==> src/rtl/parking_pkg.sv <==
// Shared types and constants for the parking lot gate controllers.
package parking_pkg;
    localparam int CODE_W = 4;
    localparam logic [CODE_W-1:0] EXIT_CODE_DEF = 4'b1001;

    typedef enum logic [2:0] {
        IDLE,
        WAIT_TICKET,
        CHECK,
        OPEN,
        PASSING,
        DENY
    } exit_state_e;
endpackage

==> src/rtl/parking_tick_gen.sv <==
// Human-scale tick prescaler: one-cycle tick every TICK_DIV clk cycles, restartable.
module parking_tick_gen #(
    parameter int TICK_DIV = 25_000_000
) (
    input  logic clk,
    input  logic reset_n,
    input  logic restart,
    output logic tick
);
    localparam int W = $clog2(TICK_DIV);

    logic [W-1:0] cnt_q, cnt_d;

    assign tick = (cnt_q == W'(TICK_DIV - 1));

    always_comb begin
        cnt_d = cnt_q + 1'b1;
        if (restart || tick) cnt_d = '0;
    end

    always_ff @(posedge clk or negedge reset_n) begin
        if (!reset_n) cnt_q <= '0;
        else          cnt_q <= cnt_d;
    end
endmodule

==> src/rtl/parking_exit_gate.sv <==
// Exit gate controller: ticket check, timeout/deny, barrier, LEDs and lot occupancy.
// Optional PARKING_EXIT_OVERRIDE_EN adds the attendant_open override input.
module parking_exit_gate
    import parking_pkg::*;
#(
    parameter int                TICK_DIV      = 25_000_000,
    parameter int                TIMEOUT_TICKS = 30,
    parameter int                DENY_TICKS    = 8,
    parameter int                CAPACITY      = 16,
    parameter int                CNT_W         = 5,
    parameter logic [CODE_W-1:0] EXIT_CODE     = EXIT_CODE_DEF
) (
    input  logic              clk,
    input  logic              reset_n,
    input  logic              car_entered,
    input  logic              sensor_exit_in,
    input  logic              sensor_exit_out,
    input  logic              ticket_valid,
    input  logic [CODE_W-1:0] ticket_code,
`ifdef PARKING_EXIT_OVERRIDE_EN
    input  logic              attendant_open,
`endif
    output logic              ticket_ready,
    output logic              gate_open,
    output logic              GREEN_LED,
    output logic              RED_LED,
    output logic [CNT_W-1:0]  occupancy,
    output logic              lot_full,
    output logic              lot_empty,
    output logic              err_underflow
);
    localparam int TMAX = (TIMEOUT_TICKS > DENY_TICKS) ? TIMEOUT_TICKS : DENY_TICKS;
    localparam int TW   = $clog2(TMAX + 1);

    exit_state_e       state_q, state_d;
    logic [TW-1:0]     tcnt_q, tcnt_d;
    logic [CODE_W-1:0] code_q, code_d;
    logic              gate_q, gate_d, green_q, green_d, red_q, red_d;
    logic [CNT_W-1:0]  occ_q, occ_d;
    logic              err_q, err_d;
    logic              tick, restart, accept, exit_done;

    // The prescaler phase realigns on every state change so timeouts count from entry.
    assign restart = (state_d != state_q);

    parking_tick_gen #(.TICK_DIV(TICK_DIV)) u_tick (
        .clk     (clk),
        .reset_n (reset_n),
        .restart (restart),
        .tick    (tick)
    );

    assign ticket_ready = (state_q == WAIT_TICKET);
    assign accept       = ticket_valid && ticket_ready;
    assign exit_done    = (state_q == PASSING) && !sensor_exit_out;

    always_comb begin
        state_d = state_q;
        tcnt_d  = tcnt_q;
        code_d  = code_q;
        red_d   = red_q;
        case (state_q)
            IDLE:        if (sensor_exit_in) state_d = WAIT_TICKET;
            WAIT_TICKET: begin
                if (accept) begin
                    code_d  = ticket_code;
                    state_d = CHECK;
                end else if (tick && tcnt_q == TW'(TIMEOUT_TICKS - 1)) begin
                    state_d = DENY;
                end else if (!sensor_exit_in) begin
                    state_d = IDLE;
                end else if (tick) begin
                    tcnt_d = tcnt_q + 1'b1;
                end
            end
            CHECK:       state_d = (code_q == EXIT_CODE) ? OPEN : DENY;
            OPEN:        if (sensor_exit_out) state_d = PASSING;
            PASSING:     if (!sensor_exit_out) state_d = IDLE;
            DENY: begin
                if (tick) begin
                    if (tcnt_q == TW'(DENY_TICKS - 1)) begin
                        state_d = IDLE;
                    end else begin
                        tcnt_d = tcnt_q + 1'b1;
                        red_d  = ~red_q;
                    end
                end
            end
            default:     state_d = IDLE;
        endcase
`ifdef PARKING_EXIT_OVERRIDE_EN
        if (attendant_open && (state_q == WAIT_TICKET || state_q == DENY)) state_d = OPEN;
`endif
        if (state_d != state_q) tcnt_d = '0;

        gate_d  = (state_d == OPEN) || (state_d == PASSING);
        green_d = gate_d;
        if (state_d == WAIT_TICKET || (state_d == DENY && state_q != DENY)) red_d = 1'b1;
        else if (state_d != DENY)                                          red_d = 1'b0;
    end

    // Entry and exit in the same cycle cancel, including at zero.
    always_comb begin
        occ_d = occ_q;
        err_d = err_q;
        case ({car_entered, exit_done})
            2'b10: if (occ_q != CNT_W'(CAPACITY)) occ_d = occ_q + 1'b1;
            2'b01: begin
                if (occ_q == '0) err_d = 1'b1;
                else             occ_d = occ_q - 1'b1;
            end
            default: ;
        endcase
    end

    always_ff @(posedge clk or negedge reset_n) begin
        if (!reset_n) begin
            state_q <= IDLE;
            tcnt_q  <= '0;
            code_q  <= '0;
            gate_q  <= 1'b0;
            green_q <= 1'b0;
            red_q   <= 1'b0;
            occ_q   <= '0;
            err_q   <= 1'b0;
        end else begin
            state_q <= state_d;
            tcnt_q  <= tcnt_d;
            code_q  <= code_d;
            gate_q  <= gate_d;
            green_q <= green_d;
            red_q   <= red_d;
            occ_q   <= occ_d;
            err_q   <= err_d;
        end
    end

    assign gate_open     = gate_q;
    assign GREEN_LED     = green_q;
    assign RED_LED       = red_q;
    assign occupancy     = occ_q;
    assign err_underflow = err_q;
    assign lot_full      = (occ_q == CNT_W'(CAPACITY));
    assign lot_empty     = (occ_q == '0);
endmodule

==> config.mk <==
export PLATFORM = sky130hd
export DESIGN_NAME = parking_exit_gate
export DESIGN_NICKNAME = d
export VERILOG_FILES = /design/src/rtl/parking_pkg.sv /design/src/rtl/parking_tick_gen.sv /design/src/rtl/parking_exit_gate.sv
export SDC_FILE = /design/constraint.sdc
export NUM_CORES = 1
export LEC_CHECK = 0
export CELL_PAD_IN_SITES_DETAIL_PLACEMENT = 1
export CELL_PAD_IN_SITES_GLOBAL_PLACEMENT = 1
export CORE_ASPECT_RATIO = 0.5
export CORE_MARGIN = 5
export CORE_UTILIZATION = 25
export CTS_CLUSTER_SIZE = 25
export DETAILED_ROUTE_END_ITERATION = 8
export DONT_BUFFER_PORTS = 1
export GPL_TIMING_DRIVEN = 0
export HOLD_SLACK_MARGIN = 0.1
export PLACE_DENSITY = 0.42
export SLEW_MARGIN = 0
export SYNTH_ARGS = -nofsm -noshare
export SYNTH_HDL_FRONTEND = slang
export SYNTH_HIERARCHICAL = 1
export SYNTH_SLANG_ARGS = --single-unit
export TNS_END_PERCENT = 100
==> constraint.sdc <==
create_clock -name clk -period 9 [get_ports clk]
set_clock_uncertainty 0.05 [all_clocks]
set_input_delay 2.25 -clock clk [delete_from_list [all_inputs] [get_ports clk]]
set_output_delay 2.25 -clock clk [all_outputs]
set_load 0.01 [all_outputs]
==> results.py, run 1 <==
metrics = {
    "cts": {
        "root_buffer": "clkbuf_16",
        "numCtsBuffers": 5,
        "worstSkewPairLatency_ps": 290,
        "clock_sinks": 45,
        "htree_levels": 2,
        "cts_resized": 0,
        "holdBufCountCts": 0,
        "clock_path_buffers": 2,
        "cts_tree": "done",
        "post_cts_buffers": 0,
        "clk_pin_slew_ps": 70,
    },
    "worst_setup_path": {
        "cpPeakStageDelay_ps": 540,
        "rrSetupSlack_ps": 5010,
        "path_cells": "or4b_1, or2_1, inv_1, ha_1, nor2b_1, o21ai_0, and3_1, nor3_2, xnor2_1",
        "cpMaxStageDelayCell": "or4b_1",
        "worstSetupPathType": "input pin to flop",
        "required_ps": 9130,
        "critPathTopFamily": "simple AND/OR/NAND/NOR gates",
        "crit_fanout": 8,
        "path_buf_inv": 1,
        "start_kind": "input pin",
        "end_kind": "flop",
        "arrival_ps": 4300,
    },
    "global_routing": {
        "grt.total_usage_pct": 11.6,
        "grt_pass1_vias": 2134,
        "grt_pass1_wl_mm": 11.4,
        "grt_start_max_net_pins": 46,
        "antenna_found_initial": 0,
        "gr-total-overflow": 0,
    },
    "finish": {
        "final_core_util_pct": 29.1,
        "layout_commonest_cell": "dfrtp_1",
        "area_delta_synth_final_pct": 13.4,
        "multi_input_area_sq_mm": 0.00137,
        "drive_gt1_share_pct": 10.5,
        "ff_latch_area_sq_mm": 0.00113,
        "final_cell_mix": "dfrtp_1, nor2_1, nand2_1, inv_1",
        "design_area_sq_mm": 0.00298,
        "diodes": 0,
        "nNetsFinal": 301,
        "fill_cells": 1216,
    },
    "run": {
        "max_cap_violations": 0,
    },
    "timing": {
        "finalWorstSetupSlack_ps": 4830,
        "setup_viol": 0,
        "tightest_slew_ps": 806,
        "rsz0062_at_grt": "no",
        "slew-limit-headroom_pct": 45.5,
        "finalHoldViolCount": 0,
        "period_needed_ps": 4170,
        "finalCritPeriodShare_pct": 46.3,
        "max_freq_ghz": 0.240,
        "drv_slew": 0,
        "tns_ps": 0,
    },
    "place": {
        "io_buffer_count": 0,
        "placed_area_sq_mm": 0.00280,
        "pre_cts_ws_ps": 4500,
        "gp_congestion": 0.742,
        "dp_hpwl_mm": 4.98,
    },
    "detailed_routing": {
        "drcViolationCount": 0,
        "viasPerCell": 4.78,
        "ant_nets": 0,
        "wl_per_cell_microns": 15.8,
        "met3_length_microns": 272,
        "met2_length_mm": 3.06,
        "vias": 2030,
        "drt_iter0_markers": 81,
        "drt-total-wl_mm": 6.73,
        "first_pass_iters": 4,
        "wl_met1_mm": 3.33,
        "top_layer": "met4",
    },
    "logic_synthesis": {
        "yosysSeqAreaShare_pct": 42.9,
        "syn_nets": 294,
        "ys.flop_type": "dfrtp_1",
        "synth-seq-cells": 45,
        "synth_edf_count": 0,
        "synthDistinctLibCells": 55,
        "yosysWarnings": 6,
        "syn_area_per_cell_sq_um": 9.49,
        "syn_area_sq_mm": 0.00263,
        "async_flop_share_pct": 100,
        "synthCells": 277,
    },
    "floorplan": {
        "dieArea_sq_mm": 0.0128,
        "initial_core_util_pct": 25.6,
        "io_pins": 22,
        "rows": 26,
        "core_sq_mm": 0.0102,
        "die_w_microns": 155,
        "fp.dieH_microns": 82.5,
    },
    "worst_hold_path": {
        "hp-class": "flop to flop",
    },
    "pwr": {
        "powerDensity_mw_per_mm2": 245,
        "ir_drop_mv": 0.0697,
        "leakage_nw": 1.13,
    },
    "outcome": {
        "status": "complete, no violations",
    },
}
[flip-flops by register name, indices dropped and copies added, names as in the netlist]
register / flops
GREEN_LED: 1
RED_LED: 1
code_q: 4
err_underflow: 1
occupancy: 5
state_q: 3
tcnt_q: 5
u_tick/cnt_q: 25
[final cells by class]
class	count	area share, %
multi-input combinational	203	45.9
buffer	10	2.10
inverter	19	2.39
sequential	45	37.8
tap	140	5.88
clock inverter	2	1.26
clock buffer	6	4.66
[path summary, 6_finish.rpt]
kind | startpoint | to | cells after the start
min in group asynchronous | reset_n | u_tick/cnt_q[12] | 0
min | u_tick/cnt_q[0] | u_tick/cnt_q[0] | 1
max reg2reg | u_tick/cnt_q[0] | u_tick/cnt_q[8] | 12
max in group asynchronous | reset_n | u_tick/cnt_q[24] | 0
max | sensor_exit_out | occupancy[4] | 9
min reg2reg | u_tick/cnt_q[0] | u_tick/cnt_q[0] | 1
[cells by family after synthesis]
| kind of cell | after synthesis | share of synthesized area, % |
|---|---|---|
| muxes | 5 | 2.10 |
| adders and majority gates | 7 | 3.62 |
| and+or+nand+nor | 114 | 24.5 |
| AOI/OAI and AO/OA | 58 | 15.5 |
| xor gates and xnor gates | 19 | 6.33 |
| buffers and inverters | 29 | 5.09 |
| DFF | 45 | 42.9 |
[synth_stat cells (5+ instances only)]
library cell  instances  share of area, %
ha_1                  6               2.9
or3_1                 6               1.4
a21oi_1              17               3.2
nor2_1               25               3.6
xnor2_1              15               5.0
dfrtp_1              45                43
inv_1                19               2.7
o31ai_1               5               1.4
nand2_1              22               3.1
nand3_1              15               2.9
nor3_1                6               1.1
or4_1                 6               1.7
a211oi_1              5               1.4
o21ai_0              17               3.2
[worst register-to-register path, cell delays in order, from the launching register on]
cell and delay [ps]:
dfrtp_1 370, ha_1 260, nand2_1 150, or4b_1 600, nor3_1 650, nand2_1 140, or4_4 550, o211a_1 180
o22ai_4 250, inv_1 140, o31ai_4 140, buf_2 320, nor2_1 80
[per-stage QoR]
stage | instances | power, W | hold slack [ps]
3_3_place_gp | 417 | 0.000508 | 397
2_1_floorplan | 277 | 0.000452 | 383
5_1_grt | 425 | 0.000780 | 467
4_1_cts | 425 | 0.000743 | 427
3_5_place_dp | 417 | 0.000517 | 419
6_report | 425 | 0.000731 | 418
[routing by layer]
metal  vias up  GRT usage, %
li1       1002             -
met1       999          15.1
met2        21          18.9
met3         8          3.44
met4         0          3.17
met5         -             0
[where the power goes]
part           internal (W)  switching [W]
combinational     0.0000910       0.000145
sequential         0.000236      0.0000370
clock              0.000139      0.0000835
Power figures use the tool's default switching activity.
==> run 2: changes to the inputs <==
--- a/config.mk
+++ b/config.mk
@@ -15,7 +15,7 @@
 export DONT_BUFFER_PORTS = 1
 export GPL_TIMING_DRIVEN = 0
 export HOLD_SLACK_MARGIN = 0.1
-export PLACE_DENSITY = 0.42
+export PLACE_DENSITY = 0.43
 export SLEW_MARGIN = 0
 export SYNTH_ARGS = -nofsm -noshare
 export SYNTH_HDL_FRONTEND = slang
==> constraint.sdc (replaced) <==
create_clock -name clk -period 3.8 [get_ports clk]
set_clock_uncertainty 0.05 [all_clocks]
set_input_delay 0.95 -clock clk [delete_from_list [all_inputs] [get_ports clk]]
set_output_delay 0.95 -clock clk [all_outputs]
set_load 0.01 [all_outputs]
==> results.py, run 2 (synthesis gave the netlist of run 1 again) <==
metrics = {
    "detailed_routing": {
        "vias": 2060,
        "first_pass_iters": 4,
        "drt-total-wl_mm": 6.70,
        "viasPerCell": 4.85,
        "drt_iter0_markers": 81,
        "ant_nets": 0,
        "drcViolationCount": 0,
        "wl_per_cell_microns": 15.8,
    },
    "worst_hold_path": {
        "hp-class": "input pin to async pin",
    },
    "worst_setup_path": {
        "worstSetupPathType": "flop to flop",
        "start_kind": "flop",
        "timing.rr.start": "u_tick/cnt_q[0]",
        "rr_endpoint": "u_tick/cnt_q[6]",
        "reg2reg_depth": 12,
        "cpMaxStageDelayCell": "or4b_1",
        "rrSetupSlack_ps": 370,
        "path_buf_inv": 2,
        "worst_path_most_repeated_cell": "nand2_1",
        "path_cells": "ha_1, nand2_1, or4b_1, nor3_4, nand2_1, or4_4, o211a_1, o22ai_4, inv_1, o31ai_4, clkbuf_4, nor2_1",
        "required_ps": 3930,
        "cpPeakStageDelay_ps": 650,
        "crit_fanout": 10,
        "critPathTopFamily": "simple AND/OR/NAND/NOR gates",
        "crit_path_start": "u_tick/cnt_q[0]",
        "end_kind": "flop",
        "arrival_ps": 3550,
    },
    "floorplan": {
        "die_w_microns": 155,
        "rows": 26,
        "core_sq_mm": 0.0102,
        "initial_core_util_pct": 25.6,
        "io_pins": 22,
        "dieArea_sq_mm": 0.0128,
        "fp.dieH_microns": 82.5,
    },
    "cts": {
        "cts_tree": "done",
        "htree_levels": 2,
        "clock_path_buffers": 2,
        "worstSkewPairLatency_ps": 290,
        "numCtsBuffers": 5,
        "clock_sinks": 45,
        "clk_pin_slew_ps": 60,
        "root_buffer": "clkbuf_16",
    },
    "finish": {
        "drive_gt1_share_pct": 10.5,
        "multi_input_area_sq_mm": 0.00138,
        "area_delta_synth_final_pct": 12.9,
        "largest_reg_flops": 25,
        "top_register": "u_tick/cnt_q",
        "fill_cells": 1188,
        "nNetsFinal": 302,
        "design_area_sq_mm": 0.00297,
        "ff_latch_area_sq_mm": 0.00113,
        "layout_commonest_cell": "dfrtp_1",
        "final_cell_mix": "dfrtp_1, nor2_1, nand2_1, inv_1",
        "final_core_util_pct": 28.9,
        "diodes": 0,
    },
    "place": {
        "placed_area_sq_mm": 0.00280,
        "io_buffer_count": 0,
        "dp_hpwl_mm": 4.92,
        "gp_congestion": 0.733,
    },
    "timing": {
        "rsz0062_at_grt": "no",
        "period_needed_ps": 3430,
        "slew-limit-headroom_pct": 40.3,
        "drv_slew": 0,
        "finalCritPeriodShare_pct": 90.2,
        "tightest_slew_ps": 884,
        "setup_viol": 0,
        "hold_slack_ps": 301,
        "finalHoldViolCount": 0,
        "max_freq_ghz": 0.292,
    },
    "outcome": {
        "status": "complete, no violations",
    },
    "global_routing": {
        "antenna_found_initial": 0,
        "grt_pass1_wl_mm": 11.5,
        "gr-total-overflow": 0,
        "grt_start_max_net_pins": 46,
        "grt_pass1_vias": 2249,
        "grt.total_usage_pct": 11.4,
    },
    "pwr": {
        "switching_share_pct": 37.0,
        "seqPwrFrac_pct": 39.2,
        "power.share.clock_pct": 26.7,
        "p_comb_share_pct": 34.2,
        "switchingPower_w": 0.000610,
        "ir_drop_mv": 0.174,
        "powerDensity_mw_per_mm2": 557,
        "report.power.total_w": 0.00165,
        "power.internal_w": 0.00104,
        "leakage_nw": 1.14,
    },
    "run": {
        "max_cap_violations": 0,
    },
}
[run 2: layout make-up]
cell class	count	share of cell area [%]
Tap cell	140	5.90
Buffer	10	2.19
Clock buffer	7	4.81
Timing Repair Buffer	1	0.253
Multi-Input combinational cell	203	46.5
Sequential cell	45	38.0
Inverter	19	2.40
[run 2: metal layers]
layer  vias up  routed length (microns)  GRT usage, %
met5         -                        0             0
met2        23                     3090          19.7
met3         8                      256          3.54
li1       1006                        -             -
met1      1023                     3290          14.3
met4         0                       61          2.64
[run 2: per-stage QoR]
| stage | instances | worst slack (ps) | setup TNS, ps |
|---|---|---|---|
| 4_1_cts | 424 | 43.9 | 0 |
| 3_3_place_gp | 417 | -144 | -2210 |
| 2_1_floorplan | 277 | 501 | 0 |
| 6_report | 425 | 371 | 0 |
| 3_5_place_dp | 417 | -136 | -2160 |
| 5_1_grt | 425 | 104 | 0 |
[run 2: what timing repair did]
| action | in CTS | in global routing |
|---|---|---|
| pin swaps | 0 | 1 |
| setup endpoints to repair | 20 | 20 |
| setup buffers | 0 | 1 |
| hold buffers | 0 | 0 |
| resized for setup | 1 | 2 |
[run 2: worst max-delay path by stage]
stage | to | slack [ps] | depth (start not counted)
global placement | u_tick/cnt_q[5] | -140 | 12
detailed placement | u_tick/cnt_q[12] | -140 | 12
CTS | u_tick/cnt_q[6] | 40 | 12
global route | u_tick/cnt_q[6] | 100 | 12
finish | u_tick/cnt_q[6] | 370 | 12
floorplan | u_tick/cnt_q[10] | 500 | 12
[run 2: worst reg2reg max path, delay by kind of cell (launching register included)]
family / cells / cell delay (ps)
and+or+nand+nor: 6 / 1650
AOI/OAI and AO/OA: 3 / 560
buffers and inverters: 2 / 430
DFF: 1 / 370
adders and majority gates: 1 / 240
[run 2: power groups by stage]
stage / registers, W / clock network [W] / logic, W
after floorplan: 0.000634 / 0 / 0.000436
after global placement: 0.000654 / 0 / 0.000552
after detailed placement: 0.000660 / 0 / 0.000570
after CTS: 0.000651 / 0.000462 / 0.000576
after global routing: 0.000659 / 0.000483 / 0.000638
final: 0.000647 / 0.000440 / 0.000564
==> run 3: changes to the inputs <==
--- a/config.mk
+++ b/config.mk
@@ -8,7 +8,6 @@
 export CELL_PAD_IN_SITES_DETAIL_PLACEMENT = 1
 export CELL_PAD_IN_SITES_GLOBAL_PLACEMENT = 1
 export CORE_ASPECT_RATIO = 0.5
-export CORE_MARGIN = 5
 export CORE_UTILIZATION = 25
 export CTS_CLUSTER_SIZE = 25
 export DETAILED_ROUTE_END_ITERATION = 8
==> results.py, run 3 (synthesis gave the netlist of run 1 again) <==
metrics = {
    "place": {
        "dp_hpwl_mm": 4.69,
        "io_buffer_count": 0,
        "pre_cts_ws_ps": -224,
        "placed_area_sq_mm": 0.00280,
        "gp_congestion": 0.719,
    },
    "floorplan": {
        "io_pins": 22,
        "die_w_microns": 147,
        "fp.dieH_microns": 74.5,
        "core_sq_mm": 0.0102,
        "initial_core_util_pct": 25.7,
        "dieArea_sq_mm": 0.0109,
        "rows": 26,
    },
    "detailed_routing": {
        "ant_nets": 0,
        "viasPerCell": 4.84,
        "drt-total-wl_mm": 6.52,
        "drcViolationCount": 0,
        "first_pass_iters": 4,
        "wl_per_cell_microns": 15.3,
        "drt_iter0_markers": 69,
        "vias": 2065,
    },
    "finish": {
        "layout_commonest_cell": "dfrtp_1",
        "nNetsFinal": 303,
        "final_cell_mix": "dfrtp_1, nor2_1, nand2_1, inv_1",
        "diodes": 0,
        "drive_gt1_share_pct": 11.5,
        "top_register": "u_tick/cnt_q",
        "largest_reg_flops": 25,
        "design_area_sq_mm": 0.00302,
        "final_core_util_pct": 29.6,
        "fill_cells": 1181,
        "area_delta_synth_final_pct": 15.0,
    },
    "pwr": {
        "ir_drop_mv": 0.144,
        "powerDensity_mw_per_mm2": 589,
        "leakage_nw": 1.17,
    },
    "worst_setup_path": {
        "cpMaxStageDelayCell": "or4b_1",
        "reg2reg_depth": 12,
        "path_cells": "ha_1, nand2_1, or4b_1, nor3_4, nand2_1, or4_4, o211a_1, o22ai_4, inv_1, o31ai_4, clkbuf_4, nor2_1",
        "end_kind": "flop",
        "path_buf_inv": 2,
        "worst_path_most_repeated_cell": "nand2_1",
        "worstSetupPathType": "flop to flop",
        "cpPeakStageDelay_ps": 650,
        "critPathTopFamily": "simple AND/OR/NAND/NOR gates",
        "path_depth": 12,
        "start_kind": "flop",
        "crit_fanout": 10,
        "required_ps": 3930,
        "arrival_ps": 3670,
    },
    "global_routing": {
        "grt_start_max_net_pins": 46,
        "grt_pass1_vias": 2137,
        "antenna_found_initial": 0,
        "gr-total-overflow": 0,
        "grt_pass1_wl_mm": 11.1,
        "grt.total_usage_pct": 13.3,
    },
    "run": {
        "max_cap_violations": 0,
    },
    "timing": {
        "setup_viol": 0,
        "tightest_slew_ps": 1100,
        "max_freq_ghz": 0.283,
        "rsz0062_at_grt": "no",
        "finalHoldViolCount": 0,
        "drv_slew": 0,
        "period_needed_ps": 3540,
        "hold_slack_ps": 292,
        "finalWorstSetupSlack_ps": 264,
        "tns_ps": 0,
        "finalCritPeriodShare_pct": 93.1,
        "slew-limit-headroom_pct": 26.0,
    },
    "outcome": {
        "status": "complete, no violations",
    },
    "cts": {
        "numCtsBuffers": 5,
        "htree_levels": 2,
        "holdBufCountCts": 0,
        "cts_tree": "done",
        "clk_pin_slew_ps": 70,
        "worstSkewPairLatency_ps": 290,
        "clock_path_buffers": 2,
        "root_buffer": "clkbuf_16",
        "clock_sinks": 45,
    },
    "worst_hold_path": {
        "hp-class": "input pin to async pin",
    },
}
[run 3: cell count changes in the layout (fill, tap and decap cells not counted)]
| cell | before | now |
|---|---|---|
| clkbuf_8 | 1 | 0 |
| buf_4 | 3 | 4 |
| bufinv_16 | 0 | 2 |
| clkinv_2 | 0 | 1 |
| clkbuf_1 | 5 | 4 |
[run 3: final cells by class]
cell class / count / area, sq um / share of cell area, %
Inverter: 19 / 71.3 / 2.36
Timing Repair Buffer: 2 / 15.0 / 0.497
Buffer: 10 / 65.1 / 2.15
Clock buffer: 5 / 125 / 4.14
Tap cell: 140 / 175 / 5.80
Multi-Input combinational cell: 203 / 1380 / 45.6
Sequential cell: 45 / 1130 / 37.3
Clock inverter: 3 / 65.1 / 2.15
[run 3: metrics by stage]
stage,instances,power (W)
finish,427,0.00178
global route,427,0.00190
CTS,425,0.00180
detailed placement,417,0.00122
global placement,417,0.00120
floorplan,277,0.00107
[run 3: worst paths after layout]
kind                            startpoint  slack [ps]          endpoint
hold reg to reg            u_tick/cnt_q[0]         420   u_tick/cnt_q[0]
max in group asynchronous          reset_n        3290      occupancy[3]
setup / recovery           u_tick/cnt_q[0]         260  u_tick/cnt_q[11]
setup reg to reg           u_tick/cnt_q[0]         260  u_tick/cnt_q[11]
min in group clk           u_tick/cnt_q[0]         420   u_tick/cnt_q[0]
hold / removal                     reset_n         290         GREEN_LED
[run 3: repair_timing]
| item | in CTS | in global routing |
|---|---|---|
| endpoints found under the hold margin | 0 | 0 |
| endpoints found under the setup margin | 20 | 20 |
| pin swaps | 0 | 1 |
| buffers inserted | 0 | 2 |
| gates resized for setup | 2 | 1 |
[run 3: report_power, final]
| part | internal [W] | switching [W] |
|---|---|---|
| logic | 0.000220 | 0.000339 |
| clock network | 0.000376 | 0.000200 |
| registers | 0.000560 | 0.0000865 |
[run 3: metal layers]
| metal | GRT usage, % | share of wire (%) | vias up |
|---|---|---|---|
| met5 | 0 | 0 | - |
| met4 | 4.58 | 1.7 | 0 |
| met3 | 4.29 | 4.5 | 9 |
| met2 | 22.0 | 46 | 28 |
| met1 | 16.5 | 48 | 1032 |
| li1 | - | - | 996 |
